--- src/rtl/mem_port_arbiter.sv ---
// Two-requester round-robin arbiter for the shared 6-bit external memory port.
// One access in flight at a time; read data is sampled a fixed LAT cycles after the address is driven.
module mem_port_arbiter #(
    parameter int ADDR_W = 6,
    parameter int DATA_W = 6,
    parameter int LAT    = 1
) (
    input  logic              clk,
    input  logic              reset,
    input  logic              req0,
    input  logic [ADDR_W-1:0] addr0,
    output logic              gnt0,
    output logic              rvalid0,
    output logic [DATA_W-1:0] rdata0,
    input  logic              req1,
    input  logic [ADDR_W-1:0] addr1,
    output logic              gnt1,
    output logic              rvalid1,
    output logic [DATA_W-1:0] rdata1,
    output logic [ADDR_W-1:0] mem_addr,
    input  logic [DATA_W-1:0] mem_data,
    output logic              busy,
    output logic              owner
);

    typedef enum logic {
        IDLE = 1'b0,
        WAIT = 1'b1
    } state_t;

    localparam logic [3:0] CNT_INIT = 4'(LAT);

    state_t            state;
    state_t            state_nxt;
    logic [3:0]        cnt;
    logic [3:0]        cnt_nxt;
    logic              owner_r;
    logic              owner_nxt;
    logic              last_grant;
    logic              last_grant_nxt;
    logic [ADDR_W-1:0] mem_addr_r;
    logic [ADDR_W-1:0] mem_addr_nxt;
    logic [DATA_W-1:0] rdata0_r;
    logic [DATA_W-1:0] rdata0_nxt;
    logic [DATA_W-1:0] rdata1_r;
    logic [DATA_W-1:0] rdata1_nxt;
    logic              rvalid0_r;
    logic              rvalid0_nxt;
    logic              rvalid1_r;
    logic              rvalid1_nxt;
    logic              grant_any;
    logic              grant_idx;

    // Contested requests go to whoever did not win last time.
    function automatic logic pick(input logic r0, input logic r1, input logic last);
        if (r0 && r1) begin
            return ~last;
        end
        return r1;
    endfunction

    assign grant_any = req0 | req1;
    assign grant_idx = pick(req0, req1, last_grant);

    always_ff @(posedge clk) begin
        if (reset) begin
            state      <= IDLE;
            cnt        <= 4'd0;
            owner_r    <= 1'b0;
            last_grant <= 1'b1;
            mem_addr_r <= '0;
            rdata0_r   <= '0;
            rdata1_r   <= '0;
            rvalid0_r  <= 1'b0;
            rvalid1_r  <= 1'b0;
        end else begin
            state      <= state_nxt;
            cnt        <= cnt_nxt;
            owner_r    <= owner_nxt;
            last_grant <= last_grant_nxt;
            mem_addr_r <= mem_addr_nxt;
            rdata0_r   <= rdata0_nxt;
            rdata1_r   <= rdata1_nxt;
            rvalid0_r  <= rvalid0_nxt;
            rvalid1_r  <= rvalid1_nxt;
        end
    end

    always_comb begin
        state_nxt      = state;
        cnt_nxt        = cnt;
        owner_nxt      = owner_r;
        last_grant_nxt = last_grant;
        mem_addr_nxt   = mem_addr_r;
        rdata0_nxt     = rdata0_r;
        rdata1_nxt     = rdata1_r;
        rvalid0_nxt    = 1'b0;
        rvalid1_nxt    = 1'b0;
        case (state)
            IDLE: begin
                if (grant_any) begin
                    state_nxt      = WAIT;
                    cnt_nxt        = CNT_INIT;
                    owner_nxt      = grant_idx;
                    last_grant_nxt = grant_idx;
                    mem_addr_nxt   = grant_idx ? addr1 : addr0;
                end
            end
            WAIT: begin
                // cnt==1 marks the cycle whose closing edge samples the pins.
                if (cnt == 4'd1) begin
                    state_nxt = IDLE;
                    cnt_nxt   = 4'd0;
                    if (owner_r) begin
                        rdata1_nxt  = mem_data;
                        rvalid1_nxt = 1'b1;
                    end else begin
                        rdata0_nxt  = mem_data;
                        rvalid0_nxt = 1'b1;
                    end
                end else begin
                    cnt_nxt = cnt - 4'd1;
                end
            end
            default: begin
                state_nxt = IDLE;
            end
        endcase
    end

    always_comb begin
        busy     = (state == WAIT);
        gnt0     = (state == WAIT) && !owner_r;
        gnt1     = (state == WAIT) && owner_r;
        owner    = owner_r;
        mem_addr = mem_addr_r;
        rdata0   = rdata0_r;
        rdata1   = rdata1_r;
        rvalid0  = rvalid0_r;
        rvalid1  = rvalid1_r;
    end

endmodule
--- config.mk ---
export PLATFORM = sky130hd
export DESIGN_NAME = mem_port_arbiter
export DESIGN_NICKNAME = d
export VERILOG_FILES = /design/src/rtl/mem_port_arbiter.sv
export SDC_FILE = /design/constraint.sdc
export NUM_CORES = 1
export LEC_CHECK = 0
export ABC_AREA = 1
export ABC_CLOCK_PERIOD_IN_PS = 2200
export CAP_MARGIN = 20
export CORE_MARGIN = 2
export CORE_UTILIZATION = 34
export CTS_CLUSTER_SIZE = 30
export DETAILED_ROUTE_END_ITERATION = 6
export HOLD_SLACK_MARGIN = 0.05
export PLACE_DENSITY_LB_ADDON = 0.15
export SLEW_MARGIN = 5
export SYNTH_ARGS = -nofsm -noshare
export SYNTH_HDL_FRONTEND = slang
export SYNTH_SLANG_ARGS = --single-unit
--- constraint.sdc ---
create_clock -name clk -period 2.2 [get_ports clk]
set_input_delay 0.44 -clock clk [delete_from_list [all_inputs] [get_ports clk]]
set_output_delay 0.44 -clock clk [all_outputs]
set_load 0.01 [all_outputs]
==> results of run 1 <==
-- metrics by stage --
stage	instance area [um^2]	hold slack, ps	setup slack, ps	total power, uW
global route	1630	493	15.8	1050
floorplan	1110	429	1050	681
finish	1630	471	105	997
global placement	1600	450	413	797
detailed placement	1600	454	354	801
CTS	1630	474	86.5	1010
-- worst min-delay path by stage --
stage / endpoint / slack [ps] / from / depth (start not counted)
finish: rdata1[1] / 470 / rdata1[1] / 2
global route: rdata1[0] / 490 / rdata1[0] / 2
CTS: rdata1[1] / 470 / rdata1[1] / 2
detailed placement: rdata1[1] / 450 / rdata1[1] / 2
global placement: rdata1[1] / 450 / rdata1[1] / 2
floorplan: last_grant / 430 / last_grant / 2
-- cell type report --
class                      instances  area share
inverter                          15      0.0391
multi-input combinational        103       0.299
timing repair buffer              46       0.281
clock buffer                       4      0.0161
sequential                        27       0.332
tap                               44      0.0338
-- metal layers --
| layer | GRT usage | vias up |
|---|---|---|
| met5 | 0 | - |
| met4 | 0.0590 | 0 |
| met3 | 0.0315 | 4 |
| met2 | 0.260 | 40 |
| met1 | 0.171 | 488 |
| li1 | - | 573 |
-- power groups by stage --
stage | Combinational [uW] | Sequential [uW] | Clock, uW
after floorplan | 116 | 566 | 0
after global placement | 240 | 557 | 0
after detailed placement | 243 | 557 | 0
after CTS | 245 | 547 | 215
after global routing | 268 | 551 | 234
final | 241 | 547 | 209
-- cell usage after synthesis --
| master | number | share of area |
|---|---|---|
| nor2_4 | 1 | 0.010 |
| nor2_1 | 24 | 0.081 |
| ha_1 | 2 | 0.023 |
| a21oi_2 | 1 | 0.0079 |
| o22ai_1 | 1 | 0.0056 |
| nand3_1 | 10 | 0.045 |
| inv_2 | 1 | 0.0034 |
| nand2_1 | 30 | 0.10 |
| clkinv_4 | 1 | 0.0079 |
| buf_6 | 1 | 0.010 |
| inv_1 | 12 | 0.041 |
| nor2_2 | 1 | 0.0056 |
| clkbuf_1 | 1 | 0.0034 |
| o21ai_0 | 9 | 0.041 |
| dfxtp_1 | 27 | 0.49 |
| buf_2 | 1 | 0.0045 |
| a21oi_1 | 17 | 0.077 |
| nand2_4 | 1 | 0.010 |
| o21ai_1 | 4 | 0.018 |
| inv_4 | 1 | 0.0056 |
| xor2_1 | 1 | 0.0079 |
| nand2_2 | 1 | 0.0056 |
-- state kept, by name, summed over array words and instances, names as in the netlist --
signal and cells:
rdata1 6, mem_addr 6, last_grant 1, cnt 4
busy 1, rdata0 6, rvalid0 1, owner 1
rvalid1 1
-- worst max-delay path, cell delays in order (launching register included) --
cell and delay, ps:
dfxtp_1 470, inv_1 180, nor2_4 150, clkdlybuf4s50_1 550
-- kinds of logic (layout without fill, tap and decap cells) --
group,Yosys count,after routing
AND/OR/NAND/NOR,68,68
XOR/XNOR,1,1
AO/OA/AOI/OAI,32,32
flip-flops,27,27
adder cells (fa/ha/maj),2,2
buffers and inverters,18,65
==> flow_summary.json, run 1 <==
{
  "globalplace.congestion": 0.741,
  "p_seq_frac": 0.548,
  "multi_input_comb_area_um2": 487,
  "r2r_end": "rdata0[3]",
  "combPwrFrac": 0.242,
  "die_h_um": 61.2,
  "instances_no_fill": 239,
  "critPathKind": "flip-flop to primary output",
  "antenna_found_initial": 0,
  "cts_root_buf": "clkbuf_4",
  "clkTransAtPathRegs_ps": 140,
  "regArea_um2": 541,
  "slew_headroom": 0.658,
  "hpwl_um": 1990,
  "core_area_mm2": 0.00308,
  "vias": 1105,
  "m1WireLength_um": 1160,
  "hp-class": "flip-flop to flip-flop",
  "final_common_cell": "clkdlybuf4s50_1",
  "synth_nets": 172,
  "drt-wirelength-per-cell_um": 10.7,
  "portBuffers": 45,
  "setup_tns_ps": 0,
  "ys_ff_latch": 27,
  "start_kind": "flip-flop",
  "max-cap-violations": 0,
  "grt_usage": 0.147,
  "syn_area_per_cell_um2": 7.51,
  "cts_tree": "yes",
  "highest-signal-layer": "met4",
  "synth.distinct_cells": 22,
  "synthXorXnorAreaFrac": 0.00788,
  "die_w_um": 61.2,
  "initialDrtViolationCount": 27,
  "r2r_setup_slack_ps": 980,
  "crit_end": "gnt0",
  "ctsHoldBuffers": 0,
  "fmax_mhz": 477,
  "vdd_drop_max_mv": 0.272,
  "clkPwrFrac": 0.210,
  "area_growth_pct": 46.7,
  "p_leak_uw": 0.000666,
  "fin_crit_sh": 0.952,
  "clockBufferDepth": 2,
  "powerDensity_mw_per_mm2": 611,
  "fin_util": 0.530,
  "grt-ovfl-total": 0,
  "hold_viol": 0,
  "dieArea_mm2": 0.00374,
  "viasPerCell": 4.62,
  "drtAntennaViolNets": 0,
  "cts-htree-levels": 1,
  "tightest_slew_ps": 513,
  "synth-simple-area-share": 0.259,
  "mostFrequentLayoutCells": "45 x clkdlybuf4s50_1, 30 x nand2_1, 27 x dfxtp_1, 24 x nor2_1, 17 x a21oi_1",
  "rsz0062_at_grt": "no",
  "start_util": 0.361,
  "power_switching_uw": 279,
  "status": "finished, final reports clean",
  "cp.required_ps": 1760,
  "reg2regPathDepth": 8,
  "cts_sinks": 27,
  "post-route-drc-count": 0,
  "report.final.slew_viol_count": 0,
  "wl_met2_um": 1190,
  "synthMuxAreaShare": 0,
  "num_rows": 20,
  "postSynthCellCount": 148,
  "endpoint_kind": "primary output",
  "nets": 220,
  "n_antenna_cell": 0,
  "p_sw_frac": 0.280,
  "cts_resized": 0,
  "drt-total-wl_um": 2560,
  "grt_max_degree": 15,
  "synth_compound_area_frac": 0.149,
  "r2r-start": "cnt[1]",
  "placedCellCount": 235,
  "grt_pass1_vias": 1030,
  "postCtsSetupRepairBufs": 0,
  "io_pins": 46,
  "drive_gt1_frac": 0.0615,
  "finClkSkew_ps": 6.06,
  "synth_adder_area_share": 0.0225,
  "crit_fanout": 5,
  "seq_area_frac_synth": 0.486,
  "p_int_uw": 717,
  "grt_pass1_wl_um": 4110,
  "clock_latency_ps": 310,
  "ys_warn_count": 0,
  "finalSetupViolations": 0,
  "syn-cell-area_mm2": 0.00111,
  "worstSetupStartpoint": "busy",
  "min_period_ps": 2100,
  "final.fill_count": 317,
  "drt_pass1_iterations": 4,
  "routed-wl-met3_um": 165,
  "cp.arrival_ps": 1660,
  "cts_made_buffers": 3,
  "synth_top_family_by_area": "simple AND/OR/NAND/NOR gates"
}
(Power assumes the default switching activity.)
==> run 2: changes to the inputs <==
--- a/config.mk
+++ b/config.mk
@@ -18,3 +18,4 @@
 export SYNTH_ARGS = -nofsm -noshare
 export SYNTH_HDL_FRONTEND = slang
 export SYNTH_SLANG_ARGS = --single-unit
+export TNS_END_PERCENT = 100
==> results of run 2 <==
The final DEF is identical to that of run 1; final timing and power are the same.
